--- src/rtl/apb_req_arbiter.sv ---
// Round-robin arbiter sharing one APB master command port among NREQ clients.
// Sequences ARB -> CMD -> WAIT -> RSP with a watchdog on the completion wait.
module apb_req_arbiter #(
  parameter int NREQ    = 4,
  parameter int AW      = 8,
  parameter int DW      = 8,
  parameter int TIMEOUT = 16
) (
  input  logic               pclk,
  input  logic               preset,
  input  logic [NREQ-1:0]    req_valid_i,
  input  logic [NREQ-1:0]    req_write_i,
  input  logic [NREQ*AW-1:0] req_addr_i,
  input  logic [NREQ*DW-1:0] req_wdata_i,
  output logic [NREQ-1:0]    req_ready_o,
  output logic [NREQ-1:0]    rsp_valid_o,
  output logic [DW-1:0]      rsp_rdata_o,
  output logic               rsp_err_o,
  output logic               m_valid_o,
  output logic               m_write_o,
  output logic [AW-1:0]      m_addr_o,
  output logic [DW-1:0]      m_wdata_o,
  input  logic               m_ready_i,
  input  logic               m_done_i,
  input  logic [DW-1:0]      m_rdata_i,
  output logic [NREQ-1:0]    grant_o,
  output logic               busy_o
);

  localparam int PW = (NREQ > 1) ? $clog2(NREQ) : 1;
  localparam int TW = $clog2(TIMEOUT) + 1;

  typedef enum logic [1:0] {
    S_ARB,
    S_CMD,
    S_WAIT,
    S_RSP
  } state_t;

  state_t          r_state;
  state_t          w_next;
  logic [PW-1:0]   r_ptr;
  logic [NREQ-1:0] r_grant;
  logic            r_write;
  logic [AW-1:0]   r_addr;
  logic [DW-1:0]   r_wdata;
  logic [TW-1:0]   r_timer;
  logic [DW-1:0]   r_rdata;
  logic            r_err;

  logic [PW-1:0]   w_win;
  logic [NREQ-1:0] w_win_oh;
  logic            w_any;
  logic            w_tmo;
  logic [NREQ-1:0] w_ready;

  // Search starts one past the last owner so every client gets a turn.
  always_comb begin
    int j;
    logic [PW-1:0] idx;
    w_win = r_ptr;
    w_any = 1'b0;
    for (int k = 1; k <= NREQ; k++) begin
      j   = (int'(r_ptr) + k) % NREQ;
      idx = PW'(j);
      if (!w_any && req_valid_i[idx]) begin
        w_any = 1'b1;
        w_win = idx;
      end
    end
  end

  always_comb begin
    w_win_oh        = '0;
    w_win_oh[w_win] = 1'b1;
  end

  assign w_tmo = (r_timer == TW'(TIMEOUT - 1));

  always_comb begin
    w_next  = r_state;
    w_ready = '0;
    unique case (r_state)
      S_ARB: begin
        if (w_any) begin
          w_next  = S_CMD;
          w_ready = w_win_oh;
        end
      end
      S_CMD: begin
        if (m_ready_i) w_next = S_WAIT;
      end
      S_WAIT: begin
        if (m_done_i || w_tmo) w_next = S_RSP;
      end
      S_RSP: w_next = S_ARB;
      default: w_next = S_ARB;
    endcase
  end

  always_ff @(posedge pclk) begin
    if (preset) begin
      r_state <= S_ARB;
      r_ptr   <= PW'(NREQ - 1);
      r_grant <= '0;
      r_write <= 1'b0;
      r_addr  <= '0;
      r_wdata <= '0;
      r_timer <= '0;
      r_rdata <= '0;
      r_err   <= 1'b0;
    end else begin
      r_state <= w_next;
      unique case (r_state)
        S_ARB: begin
          if (w_any) begin
            r_ptr   <= w_win;
            r_grant <= w_win_oh;
            r_write <= req_write_i[w_win];
            r_addr  <= req_addr_i[w_win*AW +: AW];
            r_wdata <= req_wdata_i[w_win*DW +: DW];
          end
        end
        S_CMD: begin
          if (m_ready_i) r_timer <= '0;
        end
        S_WAIT: begin
          r_timer <= r_timer + TW'(1);
          // A completion on the last watchdog cycle still counts as success.
          if (m_done_i) begin
            r_rdata <= r_write ? '0 : m_rdata_i;
            r_err   <= 1'b0;
          end else if (w_tmo) begin
            r_rdata <= '0;
            r_err   <= 1'b1;
          end
        end
        S_RSP: r_grant <= '0;
        default: r_grant <= '0;
      endcase
    end
  end

  assign req_ready_o = w_ready;
  assign rsp_valid_o = (r_state == S_RSP) ? r_grant : '0;
  assign rsp_rdata_o = r_rdata;
  assign rsp_err_o   = r_err;
  assign m_valid_o   = (r_state == S_CMD);
  assign m_write_o   = r_write;
  assign m_addr_o    = r_addr;
  assign m_wdata_o   = r_wdata;
  assign grant_o     = r_grant;
  assign busy_o      = (r_state != S_ARB);

endmodule
--- config.mk ---
export PLATFORM = sky130hd
export DESIGN_NAME = apb_req_arbiter
export DESIGN_NICKNAME = d
export VERILOG_FILES = /design/src/rtl/apb_req_arbiter.sv
export SDC_FILE = /design/constraint.sdc
export NUM_CORES = 1
export LEC_CHECK = 0
export ABC_AREA = 1
export CORE_UTILIZATION = 40
export CTS_CLUSTER_DIAMETER = 100
export CTS_CLUSTER_SIZE = 12
export DETAILED_ROUTE_END_ITERATION = 10
export GPL_ROUTABILITY_DRIVEN = 1
export PLACE_DENSITY = 0.77
export SYNTH_ARGS = -nofsm -noshare
export SYNTH_HDL_FRONTEND = slang
export SYNTH_SLANG_ARGS = --single-unit
--- constraint.sdc ---
create_clock -name pclk -period 2.8 [get_ports pclk]
set_clock_uncertainty 0.2 [all_clocks]
set_input_delay 0.84 -clock pclk [delete_from_list [all_inputs] [get_ports pclk]]
set_output_delay 0.84 -clock pclk [all_outputs]
set_load 0.05 [all_outputs]
Yosys cells after proc, flatten, opt, wreduce, memory -nomap -nowiden

Cells that the tools add are included.

Word-level logic and storage cells: 83
Bits in registers: 39
Output and inout bits: 40
Input bits: 84

Order comparisons: 6
Reduce and logical (&&, ||, !) cells: 18
Shifts and indexed selects: 2
Equality and inequality tests: 7
Multiplexer cells: 36
Add/sub/neg operators: 5

Operators by type and width:

| kind                                                                         | number |
|---|---|
| 32-bit by 6-bit variable part select with 8-bit output                       | 2 |
| 8-bit two-way mux                                                            | 3 |
| 4-bit two-way mux                                                            | 4 |
| 2-bit by 3-bit less-than comparator with 1-bit output, second input constant | 5 |
| 2-bit two-way mux                                                            | 7 |
| 1-bit two-way mux                                                            | 12 |
| 1-bit binary-select mux with 2-bit select                                    | 5 |
| 5-bit case mux with 2 select lines                                           | 1 |
| 2-bit case mux with 4 select lines                                           | 1 |
| 4-bit case mux with 2 select lines                                           | 1 |
| 2-bit AND reduction                                                          | 4 |
| 2-bit nonzero test                                                           | 4 |
| 5-bit by 1-bit adder with 5-bit output, second input constant                | 1 |
| 5-bit by 4-bit equality test with 1-bit output, second input constant        | 1 |
| 5-bit two-way mux                                                            | 1 |
| 2-bit by 1-bit adder with 2-bit output, second input constant                | 2 |
| 2-bit adder, second input constant                                           | 2 |
| 2-bit equality test, second input constant                                   | 2 |
| 1-bit logical AND                                                            | 4 |
| 2-bit inequality test, second input constant                                 | 2 |
| 1-bit logical NOT                                                            | 3 |
| 3-bit AND reduction                                                          | 1 |
| 1-bit demux with 2-bit select                                                | 1 |
| 2-bit by 1-bit equality test with 1-bit output, second input constant        | 1 |
| 4 further kinds                                                              | 4 |

Depth between registers and ports, before layout

Gate-level depths: netlist of the first run.

Word-level depth: 19
Mapped depth: 15
Depth with buffers taken out: 14

Worst setup path after synthesis of the first run

No wires, ideal clock.

Path type: input port to output port
Start: in req_valid_i[2]
End: out req_ready_o[0]
Stages on the path: 10
Setup slack: -989 ps
Path buffers: 1
Data arrival time: 2749 ps
Data required time: 1760 ps
Cell sequence: nand2_1 nand2_2 nand2_1 nand2_2 nand2_4 nand2_4 nand2_4 nand2_8 buf_12 nor3_1

Word-level cells in the longest chain between the ends: 18
Elaborated cells on any way between the ends: 29

RTL lines:

| element                                                                                                                                              | line | RTL |
|---|---|---|
| from (decl)                                                                                                                                          | 11   | `input logic [NREQ-1:0] req_valid_i,` |
| 1-bit binary-select mux with 2-bit select                                                                                                            | 66   | `if (!w_any && req_valid_i[idx]) begin` |
| 1-bit two-way mux (not written as such)                                                                                                              | 66   |  |
| 1-bit two-way mux                                                                                                                                    | 66   |  |
| 1-bit logical NOT                                                                                                                                    | 66   |  |
| 1-bit logical AND                                                                                                                                    | 66   |  |
| 1-bit two-way mux                                                                                                                                    | 66   |  |
| 1-bit logical NOT                                                                                                                                    | 66   |  |
| 1-bit logical AND                                                                                                                                    | 66   |  |
| (+2 left out)                                                                                                                                        | -    |  |
| 1-bit logical AND                                                                                                                                    | 66   |  |
| 2-bit two-way mux                                                                                                                                    | 66   |  |
| 2-bit by 3-bit less-than comparator with 1-bit output (not written as such) / 2-bit by 1-bit >= comparator with 1-bit output (equally long branches) | 75   | `w_win_oh[w_win] = 1'b1;` |
| 1-bit logical AND (not written as such)                                                                                                              | 75   |  |
| 1-bit two-way mux (not written as such)                                                                                                              | 75   |  |
| 1-bit demux with 2-bit select                                                                                                                        | 75   |  |
| 4-bit two-way mux (*)                                                                                                                                | 85   | `if (w_any) begin` |
| 4-bit two-way mux (*)                                                                                                                                | 83   | `unique case (r_state)` |
| to (decl)                                                                                                                                            | 15   | `output logic [NREQ-1:0] req_ready_o,` |

Every way passes the cells marked *; elsewhere a longest branch is shown, timed or not. The select of a mux whose other input is x is not followed.

Worst setup path in the final report of the first run

Start: in req_valid_i[1]
End: out req_ready_o[3]

Same word-level chain as after synthesis.

==> results of run 1 <==
-- area by class of cell --
class                   count  area, µm²
fillers                   526       1930
multi-input cells         312       1890
repair buffers            164       1660
flip-flops and latches     39        786
inverters                  63        268
well taps                  80        100
clock buffers               6       72.6
clock inverters             2       60.1
-- tightest hold or removal path, delay by kind of cell, from the launching register on --
family | cells | cell delay [ns]
flops | 1 | 0.31
simple gates | 1 | 0.06
compound gates | 1 | 0.05
-- through the flow --
stage	worst slack (ns)	area [µm²]	instances	hold slack, ns	total power, mW
detailed placement	-0.794	4270	638	0.253	5.03
global placement	-0.743	4270	638	0.250	4.95
CTS	-0.222	4720	661	0.265	6.10
global route	-0.381	4830	666	0.284	6.78
finish	-0.328	4830	666	0.263	6.39
floorplan	-0.290	2880	433	0.241	3.86
-- registers in the layout, summed over array words and instances, names as in the netlist --
register     count
r_ptr            2
r_timer          5
m_wdata_o        8
rsp_err_o        1
rsp_rdata_o      8
m_addr_o         8
m_write_o        1
grant_o          4
r_state          2
-- path summary, 6_finish.rpt --
kind | endpoint | slack, ns | depth (start not counted)
worst min-delay path | m_addr_o[3] | 0.26 | 2
worst max-delay path | req_ready_o[3] | -0.33 | 11
worst min register to register | m_addr_o[3] | 0.26 | 2
worst max register to register | grant_o[1] | 0.07 | 20
-- synthesized netlist by cell type (4+ instances only) --
library cell  number  share of area (%)
buf_2              5               0.90
nor2_1            11                1.5
nor3_1             5               0.90
a21oi_1           35                6.3
nand2_4            6                2.4
inv_1             58                7.8
dfxtp_1           39                 28
nand2_2           25                5.6
clkbuf_1           4               0.54
nand3_1           78                 14
o21ai_0            5               0.90
ha_1               6                2.7
buf_6              4                1.6
nand2_1          121                 16
buf_4              5                1.3
-- cell families (layout without fill, tap and decap cells) --
logic type / count (synthesis) / count (layout)
buf+inv: 82 / 235
simple gates: 258 / 258
flops: 39 / 39
compound gates: 48 / 48
fa+ha+maj: 6 / 6
-- layer usage --
| layer | global-route usage, % | wire [µm] | vias to the layer above | share of wire (%) |
|---|---|---|---|---|
| met4 | 8.94 | 223 | 0 | 2.3 |
| met2 | 46.6 | 4910 | 146 | 51 |
| li1 | - | - | 1681 | - |
| met1 | 30.2 | 3760 | 1510 | 39 |
| met5 | 0 | 0 | - | 0 |
| met3 | 5.39 | 729 | 24 | 7.6 |
-- power breakdown --
| group | switching, mW | internal (mW) |
|---|---|---|
| Sequential | 0.113 | 0.713 |
| Clock | 0.198 | 0.356 |
| Combinational | 3.06 | 1.95 |
| Total | 3.37 | 3.02 |
-- repair_timing --
item                       CTS  global route
setup buffers               14             5
cloned                       1             0
hold buffers                 0             0
pin swaps                   18             9
gates resized for setup     59            18
setup endpoints to repair    5             9
==> results.md, run 1 <==
- The total area inside the core boundary comes to 6760 µm².
- Using the TritonRoute via totals, the vias-per-cell ratio works out to 5.05.
- Summing the areas of all compound-gate instances in the mapped netlist gives 9.37% of the synthesized area.
- The min-delay analysis places its worst path in the category reg -> reg.
- On the worst path, the slowest cell contributes a delay of approximately 0.15 ns.
- The critical path startpoint category is a primary input.
- The xor/xnor share of the synthesized area is 0%.
- The initial DRC count is 113.
- The die is 85.5 µm wide.
- The later-pin clock latency in the skew report is 0.29 ns.
- The share of synthesized registers carrying an async set or reset is 0%.
- The smallest clock period supported by the final layout is computed as 3.13 ns.
- The via count of the first global-routing pass came to 3318.
- The placement row count is 30.
- The worst hold path begins at m_addr_o[3].
- The count of input and output buffers is 123.
- Data arrives at the worst endpoint at 2.09 ns.
- The most used flip-flop cell after synthesis is dfxtp_1.
- Among cell families on the critical path, the largest total delay comes from simple AND/OR/NAND/NOR gates.
- The simple logic cell fraction of the synthesized area is about 46%.
- The clock sink count is 39.
- Synthesis produced a netlist whose cell count is 433.
- The tree is rooted in a clkbuf_8.
- The critical path goes through buf_6 > nand2_2 > nand3_2 > nand2_4 > buf_4 > nand3_4 > nand3_2 > nand2_4 > buf_12 > nor2_4 > buf_12.
- The floorplan step defined a die boundary enclosing 7320 µm².
- The fraction of final layout cells sized beyond drive strength 1 is 22.5%.
- The biggest fanout along the worst timing path is 5.
- A synthesized cell averages 6.45 µm².
- The checks that failed: negative setup slack.
- The first global-routing pass estimated 15100 µm of wire.
- The number of hold violations in the final report came to 0.
- At the pin with the least slew margin, the transition time is 0.643 ns.
- The cell with the largest stage delay on the worst path is nor2_4.
- The number of top-level pins is 124.
- Once layout is complete, the utilization of the core stands at a little under three quarters.
- The post-synthesis register bit count is 39.
- In the layout the commonest cells are nand2_1 (109), clkdlybuf4s50_1 (109), nand3_1 (76).
- After layout, the worst path uses 112% of the clock period.
- The adder and majority cell fraction of the synthesized area is approximately 2.7%.
- The warning count from the yosys run is 0.
- The detailed-route via count is 3361.
- The worst slew margin relative to its limit is 56.6%.
- The nature of the critical path endpoint is an output port.
- The total standard cell area after synthesis is ~2800 µm².
- The post-detailed-routing wire length is 9630 µm.
- In this run the deepest clock path goes through 2 buffers.
- The count of inserted antenna diode cells is 0.
- The final number of setup-violating endpoints is 4.
- The number of distinct library cells after synthesis is 33.
- The CTS tree is done.
- The total negative slack for setup checks is -1.24 ns.
- The critical path class is in -> out.
- For this configuration, the core starts out at a cell density of approximately two fifths.
- The count of nets left with antenna violations after detail routing is 0.
- The synthesized design contains 0 enable-type register cells.
- The power density of the placed cells is around 1300 nW/µm².
- Max-cap violations in this run came to 0.
- The number of nets handed over by synthesis was 523.
- The mux cell area share after synthesis is 0%.
- Summed over all nets, the half-perimeter wirelength after detailed placement is 6520 µm.
- At the end of routability-driven placement, the weighted congestion stood at 0.885.
- In the final routed layout, each cell accounts on average for about 14 µm.
- The maximum level of the CTS H-tree is 2.
- Setup repair after global routing could not meet its margin everywhere.
- The pin count of the biggest net entering global routing is 20.
- The final max-slew violation count was 0.
- The run finished, with violations left.
- The critical path required time is 1.76 ns.
- The relative area change from synthesis to final layout is 73.0%.
- The count of buffering cells on the critical path with inverters included is 4.
- The startpoint of the most critical register-to-register path is r_ptr[0].
- In this run the vertical extent of the chip is about 86 µm.
- Global routing used between 20 and 30% of the available tracks across all layers.
- Sequential cells were found to cover 28.0% of the synthesized design area.
- Tracing the worst setup path back leads to its startpoint at req_valid_i[1].
- The maximum vdd ir drop is 0.656 mV.
- Before antenna repair, the detailed router went through 6 iterations.
- The highest clock rate is 0.320 GHz.
- The initial antenna violation count is 0.
- The number of nets in the final layout is 675.
- The post-route worst setup slack is -0.328 ns.
- In this run, CTS created clock tree buffers numbering 5.
- The main combinational cell family by area after synthesis is simple AND/OR/NAND/NOR gates.
- For this run the aggregate overflow at the end of global routing stands at 0.
- The clock-pin slew on the worst setup and hold paths is 0.07 ns.
- The total DRC errors in the routed layout is 0.
- The analysis attributes to cell leakage a power of between 2 and 2.5 nW.
Note: power is estimated with default switching activity, not from simulation.
==> run 2: changes to the inputs <==
==> constraint.sdc (replaced) <==
create_clock -name pclk -period 3 [get_ports pclk]
set_clock_uncertainty 0.2 [all_clocks]
set_input_delay 0.9 -clock pclk [delete_from_list [all_inputs] [get_ports pclk]]
set_output_delay 0.9 -clock pclk [all_outputs]
set_load 0.1 [all_outputs]
==> results.md, run 2 (synthesized netlist as in run 1, its figures left out) <==
- The clock-pin slew on the worst setup and hold paths is 0.07 ns.
- The critical path startpoint category is a primary input.
- The pin count of the biggest net entering global routing is 19.
- Tracing the worst setup path back leads to its startpoint at req_valid_i[1].
- The critical path required time is 1.90 ns.
- At the end of routability-driven placement, the weighted congestion stood at 0.883.
- The power density of the placed cells is 1340 nW/µm².
- The static leakage is 2.09 nW.
- The post-route worst setup slack is -0.218 ns.
- The count of nets left with antenna violations after detail routing is 0.
- The post-detailed-routing wire length is ~8700 µm.
- The worst slew margin relative to its limit is between 50% and 60%.
- The die area is 7320 µm².
- The maximum vdd ir drop is 0.719 mV.
- After clock tree synthesis, the flow added hold-fix buffers numbering 0.
- The worst hold slack across all endpoints is 0.263 ns.
- Clock tree synthesis selected as its root buffer the cell clkbuf_8.
- The library cells used most frequently in the layout, excluding fill and tap cells, are nand2_1 (115), clkdlybuf4s50_1 (79), nand3_1 (76).
- The start point of the worst hold path is r_timer[4].
- The initial antenna violation count is 0.
- The CTS tree is done.
- For this run, design rule violations remaining after detail routing come to 0.
- Dividing the detail-routed wire length by the instance count gives 13.3 µm.
- The cell with the largest stage delay on the worst path is buf_12.
- The data arrival time of the worst path is 2.12 ns.
- The maximum root-to-sink buffer count is 2.
- The nature of the critical path endpoint is an output port.
- The critical path class is in -> out.
- The count of input and output buffers is ~120.
- The initial DRC count is 87.
- Setup repair after global routing could not meet its margin everywhere.
- Along the worst path, the maximum fanout reaches 3.
- The number of hold violations in the final report is 0.
- The total iterations of the first detailed-routing run is 4.
- For this configuration, the core starts out at a cell density of 41.3%.
- The critical path goes through buf_6 > nand2_4 > nand2_4 > nand2_4 > nand2_4 > clkinv_4 > buf_12 > nand2_8 > nand2_8 > nand2_8 > nor2_4 > inv_4 > nor2_4 > buf_12.
- The instance area at placement is 4200 µm².
- The die is 85.5 µm wide.
- The via count of the first global-routing pass is between 3k and 4k.
- The worst path in the final design needs a cycle of 3.22 ns, including I/O delays and setup.
- The later-pin clock latency in the skew report is 0.29 ns.
- Setup violations remaining at the end of the flow were counted as 4.
- The via density per instance is 5.00.
- By instance count, the cell type seen most on the critical path is nand2_4.
- The type of the most critical hold path is reg -> reg.
- Across all layers, the routed design uses 3256 vias.
- The die span in y is 85.5 µm.
- After floorplanning, the core was divided into 30 placement rows.
- The count of buffering cells on the critical path with inverters included is 5.
- The cell area after layout is 4450 µm².
- The core region is 6760 µm².
- The count of inserted antenna diode cells is 0.
- In the finished design, the share of the clock period the worst path needs comes to 107%.
- The tree built by TritonCTS fans out to 39 sinks.
- Summed over all layers, the global routing overflow is 0.
- After legalization and detailed placement, the total HPWL measured 6610 µm.
- The flow ran to the end, but the final reports show violations.
- The highest clock rate is between 0.3 and 0.4 GHz.
- The relative area change from synthesis to final layout is 59.3%.
- The delay contributed by the slowest stage of the critical path is 0.19 ns.
- The first global-routing pass estimated between 10000 and 15000 µm of wire.
- In the final layout, the share of cells above drive strength 1 is 24.2%.
- The final max-slew violation count was 0.
- The most common library cell in the layout ignoring fill and taps is nand2_1.
- For this run, the total global-route usage over all layers was measured as between 20% and 30%.
- The tool flagged a number of max-cap violations equal to 0.
- The H-tree generated during clock tree synthesis spans 2 levels.
- The startpoint of the most critical register-to-register path is r_ptr[0].
- The checks that failed: negative setup slack.
- For the pin with the worst max-slew slack, the measured transition is 0.615 ns.
- After the last flow step, the layout net total stands at 660.
- The number of top-level pins is 124.
- The gate family responsible for the most delay along the worst path is simple AND/OR/NAND/NOR gates.
- TritonCTS created 5 clock buffers.
[run 2: path summary, 6_finish.rpt]
check	endpoint	slack, ns	cells after the start
worst min register to register	r_timer[4]	0.26	2
worst max register to register	m_wdata_o[0]	0.68	15
worst max-delay path	req_ready_o[1]	-0.22	14
worst min-delay path	r_timer[4]	0.26	2
[run 2: worst min-delay path, stage by stage, from the launching register on]
cell     delay [ns]
dfxtp_1        0.31
nand2_1        0.06
a21oi_1        0.05
[run 2: timing repair]
| action | in CTS | in global routing |
|---|---|---|
| resized for setup | 37 | 8 |
| pin swaps | 18 | 12 |
| setup buffers | 4 | 3 |
| endpoints found under the setup margin | 4 | 4 |
| cloned | 0 | 0 |
[run 2: layer usage]
layer	track usage (%)	vias to the layer above	share of wire, %
met5	0	-	0
met4	9.24	0	2.9
met3	4.23	22	6.6
met2	45.3	127	51
met1	26.8	1454	40
li1	-	1653	-
[run 2: per-stage QoR]
stage,power (mW),TNS (ns),utilization [%],std cells,worst slack (ns)
after detailed placement,5.32,-5.75,62.1,636,-0.754
after global routing,6.35,-1.05,65.8,651,-0.272
final,5.95,-0.808,65.8,651,-0.218
after floorplan,4.23,-1.52,-,433,-0.541
after CTS,5.87,-0.842,65.0,648,-0.235
after global placement,5.23,-4.49,62.1,636,-0.701
[run 2: area by class of cell]
type / instances / area (µm²)
Sequential cell: 39 / 783
Fill cell: 612 / 2310
Tap cell: 80 / 100
Timing Repair Buffer: 149 / 1440
Multi-Input combinational cell: 312 / 1780
Clock inverter: 2 / 12.5
Inverter: 63 / 256
Clock buffer: 6 / 72.6
[run 2: power breakdown]
part	internal, mW	switching, mW	leakage, nW
sequential	0.664	0.102	0.319
clock	0.162	0.179	0.0412
combinational	1.57	3.28	1.73
total	2.39	3.56	2.09
